## config.mk

```make
export PLATFORM = sky130hd
export DESIGN_NAME = fos_out_decim
export DESIGN_NICKNAME = d
export VERILOG_FILES = /design/src/rtl/fos_out_decim.sv
export SDC_FILE = /design/constraint.sdc
export NUM_CORES = 1
export LEC_CHECK = 0
export CORE_MARGIN = 5
export CORE_UTILIZATION = 55
export DETAILED_ROUTE_END_ITERATION = 10
export PLACE_DENSITY_LB_ADDON = 0.15
export RECOVER_POWER = 50
export REMOVE_ABC_BUFFERS = 1
export SLEW_MARGIN = 10
export SYNTH_ARGS = -nofsm -noshare
export SYNTH_HDL_FRONTEND = slang
export SYNTH_SLANG_ARGS = --single-unit
```

## constraint.sdc

```tcl
create_clock -name clk -period 5 [get_ports clk]
set_input_delay 0.75 -clock clk [delete_from_list [all_inputs] [get_ports clk]]
set_output_delay 0.75 -clock clk [all_outputs]
set_load 0.1 [all_outputs]
```

## src/rtl/fos_out_decim.sv

```systemverilog
// fos_out_decim: boxcar decimator for the IIR section's y_out.
// Sums 2^DECIM_LOG2 accepted samples, rounds (half toward +inf), shifts,
// saturates to OUT_W bits and queues results in a small first-word-fall-through
// FIFO drained through a valid/ready handshake. Sticky sat/ovf flags.
// Optional macro FOS_DECIM_DROP_CNT_EN adds a saturating 16-bit drop counter.
module fos_out_decim #(
  parameter int IN_W       = 32,
  parameter int OUT_W      = 16,
  parameter int DECIM_LOG2 = 2,
  parameter int FRAC_SHIFT = 0,
  parameter int FIFO_DEPTH = 4
) (
  input  logic                          clk,
  input  logic                          reset,
  input  logic [IN_W-1:0]               y_in,
  input  logic                          in_en,
  output logic [OUT_W-1:0]              dout,
  output logic                          dout_valid,
  input  logic                          dout_ready,
  output logic                          sat_flag,
  output logic                          ovf_flag,
  input  logic                          clr_flags,
  output logic [$clog2(FIFO_DEPTH):0]   fifo_level
`ifdef FOS_DECIM_DROP_CNT_EN
  ,
  output logic [15:0]                   drop_cnt
`endif
);

  localparam int ACC_W = IN_W + DECIM_LOG2;
  localparam int S     = DECIM_LOG2 + FRAC_SHIFT;
  localparam int RW    = ACC_W + 1;
  localparam int AW    = $clog2(FIFO_DEPTH);
  localparam int LW    = AW + 1;

  localparam logic        [RW-1:0] HALF = {{(RW-1){1'b0}}, 1'b1} << (S - 1);
  localparam logic signed [RW-1:0] MAXV = {{(RW-OUT_W+1){1'b0}}, {(OUT_W-1){1'b1}}};
  localparam logic signed [RW-1:0] MINV = {{(RW-OUT_W+1){1'b1}}, {(OUT_W-1){1'b0}}};

  logic signed [ACC_W-1:0] r_acc;
  logic [DECIM_LOG2-1:0]   r_cnt;
  logic [OUT_W-1:0]        r_res;
  logic                    r_res_vld;
  logic [OUT_W-1:0]        r_mem [FIFO_DEPTH];
  logic [AW-1:0]           r_wptr;
  logic [AW-1:0]           r_rptr;
  logic [LW-1:0]           r_level;
  logic [OUT_W-1:0]        r_last;
  logic                    r_sat;
  logic                    r_ovf;

  logic signed [ACC_W-1:0] w_y_ext;
  logic signed [ACC_W-1:0] w_total;
  logic signed [RW-1:0]    w_biased;
  logic signed [RW-1:0]    w_r;
  logic                    w_hi;
  logic                    w_lo;
  logic [OUT_W-1:0]        w_clip;
  logic                    w_last;
  logic                    w_full;
  logic                    w_pop;
  logic                    w_wr;
  logic                    w_drop;

  // Result datapath: sign-extend, final sum, round, shift and clip.
  assign w_y_ext  = {{DECIM_LOG2{y_in[IN_W-1]}}, y_in};
  assign w_total  = r_acc + w_y_ext;
  assign w_biased = {w_total[ACC_W-1], w_total} + HALF;
  assign w_r      = w_biased >>> S;
  assign w_hi     = (w_r > MAXV);
  assign w_lo     = (w_r < MINV);
  assign w_clip   = w_hi ? {1'b0, {(OUT_W-1){1'b1}}} :
                    w_lo ? {1'b1, {(OUT_W-1){1'b0}}} : w_r[OUT_W-1:0];
  assign w_last   = in_en && (r_cnt == {DECIM_LOG2{1'b1}});

  // FIFO handshake: a push into a full FIFO only succeeds when a pop frees the slot.
  assign w_full     = (r_level == LW'(FIFO_DEPTH));
  assign w_pop      = (r_level != '0) && dout_ready;
  assign w_wr       = r_res_vld && (!w_full || w_pop);
  assign w_drop     = r_res_vld && w_full && !w_pop;
  assign dout_valid = (r_level != '0);
  assign dout       = (r_level != '0) ? r_mem[r_rptr] : r_last;
  assign fifo_level = r_level;
  assign sat_flag   = r_sat;
  assign ovf_flag   = r_ovf;

  // Accumulate samples; on the last sample of a block register the clipped result.
  always_ff @(posedge clk) begin
    if (!reset) begin
      r_acc     <= '0;
      r_cnt     <= '0;
      r_res     <= '0;
      r_res_vld <= 1'b0;
    end else begin
      if (in_en) begin
        if (w_last) begin
          r_acc <= '0;
          r_cnt <= '0;
        end else begin
          r_acc <= w_total;
          r_cnt <= r_cnt + 1'b1;
        end
      end
      r_res_vld <= w_last;
      if (w_last) r_res <= w_clip;
    end
  end

  // FIFO storage; not reset, occupancy is tracked by the pointers/level.
  always_ff @(posedge clk) begin
    if (w_wr) r_mem[r_wptr] <= r_res;
  end

  // FIFO pointers, occupancy and the held output value for the empty case.
  always_ff @(posedge clk) begin
    if (!reset) begin
      r_wptr  <= '0;
      r_rptr  <= '0;
      r_level <= '0;
      r_last  <= '0;
    end else begin
      if (w_wr) r_wptr <= r_wptr + 1'b1;
      if (w_pop) begin
        r_rptr <= r_rptr + 1'b1;
        r_last <= r_mem[r_rptr];
      end
      if (w_wr && !w_pop)      r_level <= r_level + 1'b1;
      else if (!w_wr && w_pop) r_level <= r_level - 1'b1;
    end
  end

  // Sticky flags; a set event on the same edge beats clr_flags.
  always_ff @(posedge clk) begin
    if (!reset) begin
      r_sat <= 1'b0;
      r_ovf <= 1'b0;
    end else begin
      if (w_last && (w_hi || w_lo)) r_sat <= 1'b1;
      else if (clr_flags)           r_sat <= 1'b0;
      if (w_drop)                   r_ovf <= 1'b1;
      else if (clr_flags)           r_ovf <= 1'b0;
    end
  end

`ifdef FOS_DECIM_DROP_CNT_EN
  logic [15:0] r_drop_cnt;
  assign drop_cnt = r_drop_cnt;

  // Saturating count of dropped results; a drop alongside clr_flags restarts at 1.
  always_ff @(posedge clk) begin
    if (!reset) begin
      r_drop_cnt <= '0;
    end else if (w_drop) begin
      if (clr_flags)                r_drop_cnt <= 16'd1;
      else if (r_drop_cnt != 16'hFFFF) r_drop_cnt <= r_drop_cnt + 16'd1;
    end else if (clr_flags) begin
      r_drop_cnt <= '0;
    end
  end
`endif

endmodule

```

# Word-level counts from Yosys, hierarchy flattened
# Memory sizes are Yosys's and may differ from the RTL's. A register that Yosys moved wholly into a read port is not among the register bits.
# Index checks and enable logic that the tools add are counted.
[totals] output_inout_bits=22 in_bits=37 wordCells=53 regBits=78 ram_bits=64 mem_count=1
[classes] mux=14 reduce_logical=17 eq_ne=2 magnitude_cmp=2 addsub=7
[mem_list] memory="r_mem" depth=4 width=16 rd=1 rd_ports_with_merged_regs=1 write_ports=1 line="44" text="logic [OUT_W-1:0] r_mem [FIFO_DEPTH];"
[op_table] operator="$mux 16" n=3
[op_table] operator="$add 34x3->35 const B" n=1
[op_table] operator="$add 34x32->34" n=1
[op_table] operator="$mux 34" n=1
[op_table] operator="$gt 33x16->1 const B" n=1
[op_table] operator="$lt 33x16->1 const B" n=1
[op_table] operator="$logic_and 1x1->1" n=8
[op_table] operator="$add 2x1->2 const B" n=3
[op_table] operator="$mux 2" n=3
[op_table] operator="$mux 3" n=2
[op_table] operator="$reduce_bool 2->1" n=3
[op_table] operator="$mux 1" n=5
[op_table] operator="$add 3x1->3 const B" n=1
[op_table] operator="$eq 3x3->1 const B" n=1
[op_table] operator="$logic_not 1->1" n=3
[op_table] operator="$reduce_bool 3->1" n=1
[op_table] operator="$sub 3x1->3 const B" n=1
[op_table] operator="$eq 2x2->1 const B" n=1
[op_table] operator="$logic_or 1x1->1" n=2

# Longest topological paths before layout
[depth] depth_word=8 mapped_depth=16

# Worst setup path after synthesis
# OpenSTA, ideal clock, no wires.
[synth_path] kind="input to register" from="input y_in[0]" to="register r_res[0]" path_buffers=0 stages=15 setup_time_ns=0.122 slack_ns=0.584 arrival_time_ns=4.294 path_cell_list="ha_1 -> inv_1 -> fa_1 -> nand2b_1 -> a21o_1 -> a211oi_4 -> nor4_1 -> nor3_4 -> nand4b_2 -> nor4_1 -> mux2_1 -> a211oi_1 -> and4_4 -> a211oi_4 -> a221o_1"
[synth_via] elab_chain_len=5 word_cells_on_any_way=6 classes_between="2 x add/sub; 2 x order compare; 2 x mux"
[synth_lines] element="start, declared" line="15" text="input logic [IN_W-1:0] y_in,"
[synth_lines] element="$add 34x32->34 *" line="67" text="assign w_total = r_acc + w_y_ext;"
[synth_lines] element="$add 34x3->35 *" line="68" text="assign w_biased = {w_total[ACC_W-1], w_total} + HALF;"
[synth_lines] element="$lt 33x16->1" line="71" text="assign w_lo = (w_r < MINV);"
[synth_lines] element="$mux 16" line="73" text="w_lo ? {1'b1, {(OUT_W-1){1'b0}}} : w_r[OUT_W-1:0];"
[synth_lines] element="$mux 16 *" line="72" text="assign w_clip = w_hi ? {1'b0, {(OUT_W-1){1'b1}}} :"
[synth_lines] element="end signal, assigned" line="105" text="if (w_last) r_res <= w_clip;"
[synth_lines] element="end, declared" line="42" text="logic [OUT_W-1:0] r_res;"
# Mark *: on every way between the ends. The rest lies on a longest branch, timed or not.
# A chain may end at the register's enable or synchronous reset.

# Worst setup path after layout
[layout_path] from="input y_in[0]" to="register r_res[9]"
# The elaborated chain is that of the path after synthesis.

==> summary.md <==
| Metric | Value |
|---|---|
| Antenna cells | `0` |
| DIE WIDTH | `138 um` |
| Fin worst setup slack | `0.349 ns` |
| YS warnings | `0` |
| Clock power share | `22.9%` |
| CP bufs+invs | `3` |
| GRT overflow | `0` |
| Cell variety after synth | `96` |
| Worst Path Required | `5.36 ns` |
| Final Skew | `0.0162 ns` |
| Mapped Area | `9030 sq um` |
| CTS Buffer Depth | `2` |
| Vias in the first global route | `7,596` |
| Worst Tran Pin Value | `1.75 ns` |
| Pre-CTS setup slack | `-0.0219 ns` |
| Psw | `2.50 mW` |
| WL/cell | `18.5 um` |
| Net Sw Frac | `45.3%` |
| CP max FO | `7` |
| Vias | `7,769` |
| Power per cell area | `502 nW/um^2` |
| RSZ-0062 raised after global routing | `false` |
| RR Startpoint | `r_acc[0]` |
| Asr flop ratio synth | `0%` |
| Average via count per standard cell | `6.07` |
| Number of port buffers | `58` |
| Drt drc | `0` |
| H-tree levels | `4` |
| Die Area | `19,100 sq um` |
| Setup crit end kind | `flip-flop` |
| DRT Pass-1 Iters | `5` |
| Largest net degree at the start of global routing | `40` |
| CP top delay family | `simple AND/OR/NAND/NOR gates` |
| Status | `finished, violations left` |
| Routed wire length | `23.7 mm` |
| F_max | `215 MHz` |
| Reg power frac | `25.0%` |
| CP dominant cell by count | `nand3_1` |
| Site Rows | `46` |
| Fill count | `1,305` |
| Startpoint Class | `input port` |
| EDFF count, synth | `64` |
| Post-synthesis sequential area ratio | `39.0%` |
| Setup violations, final | `0` |
| VDD IR-drop max | `652 uV` |
| Std-Cell Core Area | `16,000 sq um` |
| Post-DRT Antenna Nets | `0` |
| Area Overhead vs Synth | `22.0%` |
| Hold_sp | `r_last[15]` |
| Lkg Pwr | `4.14 nW` |
| Critical path cell sequence | `clkdlybuf4s50_1, ha_1, inv_1, fa_1, nand2b_1, buf_4, a211oi_2, o211ai_1, nand3_1, xnor2_1, or3_1, nor3_2, nand3_1, mux2_2, and4_4, a211oi_4, a221o_1` |
| Starting density of the core | `56.4%` |
| Hold Path Cell Cnt | `2` |
| Tot GR Track Use | `24.9%` |
| CP Class | `input port to flip-flop` |
| Initial antenna violation count | `0` |
| Max incr delay on CP | `0.46 ns` |
| Failing checks | `capacitance limit, slew limit` |
| Hold endpoint | `r_last[15]` |
| Clock Latency Late Sink | `0.43 ns` |
| Total CTS buffers | `17` |
| Gp weighted congestion | `0.929` |
| Fin. Hold Viols | `0` |
| Hold slack | `0.451 ns` |
| R2R cell count | `16` |
| Slowest CP cell | `clkdlybuf4s50_1` |
| Power Internal | `3.03 mW` |
| Mean post-synth cell area | `9.79 sq um` |
| Synth Flop Type | `dfxtp_1` |
| CTS Root Buffer Type | `clkbuf_16` |
| Comb power frac | `52.1%` |
| Crit path DAT | `5.02 ns` |
| Worst hold-check path type | `flip-flop to flip-flop` |
| Worst reg2reg endpoint | `r_res[9]` |
| Clock Pin Slew Worst Setup and Hold Paths | `0.06 ns` |
| Max Slew Vio Count | `32` |
| Overall power | `5.53 mW` |
| Die Span Y | `138 um` |
| Post-DP HPWL | `17.4 mm` |
| Max-cap violations | `1` |
| Boundary pin count | `59` |
| CTS Sinks | `144` |
| Syn Inst Count | `922` |
| Relative slew slack | `-16.9%` |
| Share of layout cells above drive strength 1 | `20.6%` |
| R2R Setup Slk | `0.78 ns` |
| First-pass GRT wire length | `39.0 mm` |
| Final Cycle Share | `93.0%` |
| Crit path time final | `4.65 ns` |
| CTS tree | `yes` |
| First-iteration detailed-routing DRC count | `482` |
| # Post-CTS Setup Buffers | `0` |
| Seq cells post-synth | `144` |
| # nets final | `1,129` |
state kept, by name, summed over array words and instances, names as in the netlist, 2 cells and up, named ones only:
name,cells
r_mem,64
r_acc,34
r_last,16
r_res,16
fifo_level,3
r_cnt,2
r_rptr,2
r_wptr,2
synthesized netlist by cell type, types with 12 or more instances:
library cell / number / area, sq um
a22oi_1: 21 / 158
edfxtp_1: 64 / 1920
or3_1: 12 / 75.1
a21o_1: 14 / 105
mux2_2: 18 / 203
xnor2_1: 23 / 201
ha_1: 40 / 500
nor3_1: 20 / 100
inv_1: 14 / 52.6
and2_1: 12 / 75.1
nand4_1: 16 / 100
a21oi_1: 73 / 365
nand2_1: 82 / 308
nand3_1: 23 / 115
nor2_1: 96 / 360
dfxtp_1: 80 / 1600
mux4_2: 16 / 360
xor2_1: 17 / 149
clkbuf_1: 34 / 128
o21ai_0: 24 / 120
power groups by stage:
stage / clock network, mW / logic [mW] / registers (mW)
after detailed placement: 0 / 2.85 / 1.40
after CTS: 1.29 / 2.87 / 1.38
final: 1.27 / 2.88 / 1.38
after global placement: 0 / 2.82 / 1.40
after global routing: 1.35 / 3.05 / 1.39
after floorplan: 0 / 2.00 / 1.48
cells in the final DEF (no fill, tap or decap), drive strengths merged, types with 21 or more instances in the layout:
cell / synthesis / routed
nor3: 23 / 23
dfxtp: 80 / 80
inv: 15 / 21
buf: 15 / 98
nand2: 84 / 84
a21oi: 81 / 81
clkbuf: 34 / 23
edfxtp: 64 / 64
xnor2: 26 / 26
nor2: 97 / 97
o21ai: 36 / 36
a22oi: 21 / 21
nand3: 25 / 25
ha: 40 / 40
clkdlybuf4s50: 0 / 55
cell type report:
cell class | count | area, sq um | area share [%]
timing repair buffer | 158 | 1340 | 12.1
sequential | 144 | 3520 | 32.0
tap | 216 | 270 | 2.45
clock inverter | 11 | 118 | 1.07
multi-input combinational | 713 | 5230 | 47.5
inverter | 16 | 60.1 | 0.545
clock buffer | 21 | 470 | 4.27
through the flow:
step / std cells / instance area, sq um / utilization (%) / TNS (ns)
after floorplan: 873 / 8810 / - / 0
after global placement: 1247 / 10400 / 65.1 / 0
after detailed placement: 1247 / 10400 / 65.1 / -0.0889
after CTS: 1279 / 11000 / 68.8 / 0
after global routing: 1279 / 11000 / 68.8 / 0
final: 1279 / 11000 / 68.8 / 0
what timing repair did:
item	in CTS	in global routing
gates resized for setup	0	1
endpoints found under the setup margin	0	1
hold buffers	0	0
worst max path at each step:
stage                 start        to  slack, ns  depth (start not counted)
floorplan           y_in[0]  r_res[0]       0.58                         15
global placement    y_in[0]  r_res[4]       0.06                         17
detailed placement  y_in[0]  r_res[9]      -0.02                         17
CTS                 y_in[0]  r_res[9]       0.42                         17
global route        y_in[9]  r_res[9]       0.02                         14
finish              y_in[0]  r_res[9]       0.35                         17
worst reg2reg max path, cell delays in order, from the launching register on:
cell	delay [ns]
dfxtp_1	0.34
ha_1	0.19
inv_1	0.06
fa_1	0.38
nand2b_1	0.20
buf_4	0.16
a211oi_2	0.25
o211ai_1	0.24
nand3_1	0.18
xnor2_1	0.15
or3_1	0.44
nor3_2	0.27
nand3_1	0.19
mux2_2	0.32
and4_4	0.22
a211oi_4	0.37
a221o_1	0.18
layer usage:
metal	vias up	GRT usage, %	part of all wire (%)
met5	-	0	0
met4	0	9.00	2.6
met3	42	4.34	4.8
met2	250	43.2	50
met1	3716	31.2	43
li1	3761	-	-
logic make-up after synthesis:
logic type / Yosys count / synth area share [%]
adder cells (fa/ha/maj): 42 / 5.99
XOR/XNOR: 43 / 4.42
flip-flops: 144 / 39.0
AND/OR/NAND/NOR: 329 / 19.3
multiplexers: 42 / 7.14
AO/OA/AOI/OAI: 257 / 21.0
buffers and inverters: 65 / 3.09
(Power assumes the default switching activity.)
==> RTL edit 1, RTL diff (same settings) <==
The parameter `IN_W` goes from 32 to 48.
--- a/src/rtl/fos_out_decim.sv
+++ b/src/rtl/fos_out_decim.sv
@@ -4,7 +4,7 @@
 // FIFO drained through a valid/ready handshake. Sticky sat/ovf flags.
 // Optional macro FOS_DECIM_DROP_CNT_EN adds a saturating 16-bit drop counter.
 module fos_out_decim #(
-  parameter int IN_W       = 32,
+  parameter int IN_W       = 48,
   parameter int OUT_W      = 16,
   parameter int DECIM_LOG2 = 2,
   parameter int FRAC_SHIFT = 0,
Interface: changed (resized y_in); port bits go from 59 to 75. The function was not compared with the original's and may differ.
==> RTL edit 1 against the original RTL <==
The run ends with design-rule violations, max-capacitance violations, max-slew violations left. Setup slack worse by 350 ps. Final cell count is 61% higher. Wire length increased by 81%. Total power grew 32%. Synthesized area is 33% higher. Critical path depth rose by 3. Final area rose by 58%. Sequential cell count is 16 higher. First-iteration DRC count increased to 3.0 times the old value. Highest routed layer is now met5.
==> RTL edit 1: results (changes against the original RTL) <==
| Metric | Value |
|---|---|
| Status | finished with violations |
| Failing checks | design-rule violations, max-capacitance violations, max-slew violations |
| Largest net degree at the start of global routing | 44 (+10%) |
| Placed cell count | 1994 (+60%) |
| Vias in the first global route | 12100 (+59%) |
| Library cells used by synthesis | 107 (+11%) |
| Post-route insts no fill | 2064 (+61%) |
| FF-to-FF path depth | 19 (+3) |
| Share of layout cells above drive strength 1 | 0.3711 (+0.1651) |
| Leakage power | 6.937 nW (+67%) |
| First-pass DRT Iterations | 10 (+5) |
| Post-Synth XOR/XNOR Area | 0.05338 (+0.009161) |
| Hold Path Origin | r_last[10]$_SDFFE_PN0P_ |
| Hold slack | 468.8 ps (+17.90 ps) |
| Post-Synth Adder-Cell Area | 0.06148 (+0.001597) |
| Clock distribution power | 0.00131 W (+3%) |
| Hold endpoint | r_last[10]$_SDFFE_PN0P_ |
| CP Capture Point | r_res[0]$_SDFFE_PN0P_ |
| Max Transition Viols Final | 71 (+120%) |
| Total Power | 0.007308 W (+32%) |
| Final worst slack | 2.810 ps (-346.4 ps) |
| Place WS | -591.7 ps (-569.8 ps) |
| Mapped Avg Cell Area | 8.872 um2 (-9.4%) |
| Number of nets in the layout | 1882 (+67%) |
| CP max FO | 4 (-3) |
| Max-cap violations | 2 (+1) |
| GPL Wtd Cong | 0.9778 (+5.2%) |
| Sequential fraction of the synthesis area | 0.3190 (-0.07132) |
| Max VDD drop | 0.4540 mV (-30%) |
| Flop2flop setup slack | 120 ps (-660 ps) |
| Synth area leaders | dfxtp_1 16%, edfxtp_1 16%, ha_1 5.8% |
| Slowest-stage cell, CP | or4_4 |
| Family with the most delay on the worst path | buffers and inverters |
| P_sw | 0.003428 W (+37%) |
| Area post-placement | 0.01549 mm2 (+49%) |
| # DRC | 2 (+2) |
| Leading registers by flop count | r_mem: 64 flops, r_acc: 50 flops |
| Synth cell count leaders | 138 x nand2_1, 96 x a21oi_1, 96 x dfxtp_1, 75 x nor2_1, 64 x edfxtp_1 |
| Post-synthesis mux area share | 0.06013 (-0.01126) |
| Max Clock Skew | 18.16 ps (+1.942 ps) |
| Drt initial violations | 1430 (+200%) |
| Synth Area in Compound Gates | 0.2172 (+0.007010) |
| Number of fill cells | 1380 (+5.7%) |
| CP startpoint | y_in[20] |
| RR Endpoint | r_res[13]$_SDFFE_PN0P_ |
| Antenna violations before repair | 1 (+1) |
| First-pass GRT wire length | 63.02 mm (+61%) |
| Routed wire length | 42.91 mm (+81%) |
[RTL edit 1: routing by layer]
layer	vias up	wire length (um)	global-route usage
met5	-	13	0
met4	2	1506	0.1036
met3	147	3168	0.04675
met2	592	20860	0.5454
met1	5991	17360	0.4244
li1	5902	-	-
[RTL edit 1: timing repair]
| item | 4_1_cts | 5_1_grt |
|---|---|---|
| resized for setup | 62 | 154 |
| pin swaps | 41 | 59 |
| gates cloned | 1 | 0 |
| endpoints found under the setup margin | 16 | 16 |
| setup buffers | 19 | 19 |
[RTL edit 1: layout make-up]
class,instances,area share
Multi-Input combinational cell,1082,0.4994
Sequential cell,160,0.2215
Timing Repair Buffer,466,0.2174
Clock buffer,19,0.02495
Tap cell,280,0.02019
Inverter,44,0.009518
Clock inverter,13,0.007067
[RTL edit 1: cells by family after synthesis]
kind of cell             Yosys count
buffers and inverters            117
multiplexers                      50
flip-flops                       160
adder cells (fa/ha/maj)           58
XOR/XNOR                          70
AO/OA/AOI/OAI                    360
AND/OR/NAND/NOR                  543
==> RTL edit 2, RTL diff (config.mk and constraints unchanged) <==
Made on the original files. Put one more register stage on the output `sat_flag`, with the module's reset. The value now appears one clock later. The other outputs are not delayed to match.
--- a/src/rtl/fos_out_decim.sv
+++ b/src/rtl/fos_out_decim.sv
@@ -81,7 +81,13 @@
   assign dout_valid = (r_level != '0);
   assign dout       = (r_level != '0) ? r_mem[r_rptr] : r_last;
   assign fifo_level = r_level;
-  assign sat_flag   = r_sat;
+  always_ff @(posedge clk) begin
+    if (!reset) begin
+      sat_flag <= '0;
+    end else begin
+      sat_flag <= r_sat;
+    end
+  end
   assign ovf_flag   = r_ovf;
 
   // Accumulate samples; on the last sample of a block register the clipped result.
Behaviour: not the same (Yosys sat finds a counterexample within 10 cycles, from zero or initial values and one cycle with reset low).
==> RTL edit 2 against the original RTL <==
The run still ends with max-capacitance violations, max-slew violations left. Clock power increased by 3%. Synthesized cell count rose by 6.9%. Final cell count up 1.6%. Global-route usage is 1.5 points lower. Count of clock-buffer cells in the layout shrank 4. Sequential cell count is 1 higher. Total power is 6.7% higher. Synthesized area up 3.8%. Wire length fell by 2.9%. Setup slack better by 49 ps. Final area is essentially flat. Combinational power up 10%. Critical endpoint is now r_res[13]$_SDFFE_PN0P_. Largest power group unchanged.
==> RTL edit 2: results (changes against the original RTL) <==
| Metric | Value |
|---|---|
| Status | finished with violations |
| Failing checks | max-capacitance violations, max-slew violations |
| Crit path largest cell delay | 530 ps (+70 ps) |
| CTS Root Cell | clkbuf_16 |
| Synth cell count leaders | 103 x nand2_1, 81 x dfxtp_1, 64 x edfxtp_1, 60 x a21oi_1, 44 x nor2b_1 |
| CP startpoint | y_in[0] |
| Max Transition Viols Final | 35 (+9.4%) |
| Main synth FF type | dfxtp_1 |
| Family with the most delay on the worst path | compound AO/OA/AOI/OAI gates |
| Total GRT Usage | 0.2338 (-0.01477) |
| Number of synthesized flops with an enable pin | 64 (unchanged) |
| Max Clock Skew | 9.581 ps (-6.637 ps) |
| Slowest-stage cell, CP | or4_1 |
| Slew @ Worst Pin | 1775 ps (+22.05 ps) |
| Yosys warns | 0 (unchanged) |
| Arr. time, crit path | 4930 ps (-90 ps) |
| Reg-to-reg startpoint | r_acc[0]$_SDFFE_PN0P_ |
| Place WS | 42.62 ps (+64.56 ps) |
| Latest clock arrival within the worst-skew pair | 430 ps (about the same) |
| Library cells used by synthesis | 93 (-3.1%) |
| Via count | 7727 (-0.54%) |
| Max-cap violations | 1 (unchanged) |
| Sequential fraction of the synthesis area | 0.3783 (-0.01205) |
| Share of layout cells above drive strength 1 | 0.1464 (-0.05959) |
| Post-synth top area cell | edfxtp_1 |
| Number of nets in the layout | 1145 (+1.4%) |
| Hpwl dp | 16.86 mm (-3.4%) |
| Hold Path Origin | r_last[4]$_SDFFE_PN0P_ |
| Placed cell count | 1267 (+1.6%) |
| Antenna Cells | 0 (unchanged) |
| Largest net degree at the start of global routing | 40 (unchanged) |
| Mapped Avg Cell Area | 9.499 um2 (-3.0%) |
| Leading registers by flop count | r_mem: 64 flops, r_acc: 34 flops |
| GPL Wtd Cong | 0.9661 (+4.0%) |
| Leakage power | 3.989 nW (-3.7%) |
| Antenna violations before repair | 0 (unchanged) |
| H-tree levels | 4 (unchanged) |
| CP max FO | 14 (+7) |
| Avg WL per Cell | 17.71 um (-4.4%) |
| Buffers on Ports | 58 (unchanged) |
| Number of fill cells | 1404 (+7.6%) |
| Post-CTS setup buffers | 0 (unchanged) |
| Vias/cell | 5.948 (-2.1%) |
| Synth async-reset ratio | 0 (unchanged) |
| Max VDD drop | 0.9515 mV (+46%) |
| Setup CP Type | input port to register |
| Synth area leaders | edfxtp_1 21%, dfxtp_1 17%, ha_1 5.3% |
| TritonCTS buffer count | 17 (unchanged) |
| Vias in the first global route | 7360 (-3.1%) |
| Drt initial violations | 463 (-3.9%) |
| First-pass GRT wire length | 37.55 mm (-3.8%) |
| Clock Path Buffers | 2 (unchanged) |
RTL edit 2: kinds of logic after synthesis:
logic type	after synthesis	share of synthesized area
compound gates	259	0.1956
mux	43	0.06946
xor+xnor	38	0.03633
simple gates	371	0.2233
buf+inv	88	0.03927
flops	145	0.3783
fa+ha+maj	42	0.05771
RTL edit 2: layout make-up:
| cell class | instances | area share |
|---|---|---|
| clock buffer | 17 | 0.03864 |
| clock inverter | 15 | 0.01569 |
| inverter | 37 | 0.01262 |
| multi-input combinational | 753 | 0.4956 |
| sequential | 145 | 0.3219 |
| tap | 220 | 0.02501 |
| timing repair buffer | 112 | 0.09059 |
RTL edit 2: final timing paths:
kind,endpoint,slack (ps),depth (start not counted)
setup / recovery,r_res[13]$_SDFFE_PN0P_,400,19
hold / removal,r_last[4]$_SDFFE_PN0P_,470,2
setup reg to reg,r_res[13]$_SDFFE_PN0P_,830,18
hold reg to reg,r_last[4]$_SDFFE_PN0P_,470,2
RTL edit 2: where the power goes:
part	internal, W	switching [W]
clock network	0.000753	0.000561
registers	0.00133	0.0000646
logic	0.00103	0.00215
total	0.00312	0.00278
RTL edit 2: tightest hold or removal path, stage by stage (launching register included):
cell and delay [ps]:
dfxtp_1 310, nand2_1 40, a21boi_0 60
RTL edit 2: metrics by stage:
stage / util / power [W] / area [um2]
2_1_floorplan: - / 0.003821 / 9138
3_3_place_gp: 0.6260 / 0.004563 / 10420
3_5_place_dp: 0.6260 / 0.004597 / 10420
4_1_cts: 0.6620 / 0.005925 / 11020
5_1_grt: 0.6615 / 0.006174 / 11010
6_report: 0.6615 / 0.005896 / 11010
RTL edit 2: metal layers:
layer,vias up,wire (um),global-route usage
met5,-,0,0
met4,0,412,0.06629
met3,31,1033,0.03817
met2,212,11230,0.4007
met1,3627,10330,0.3062
li1,3857,-,-
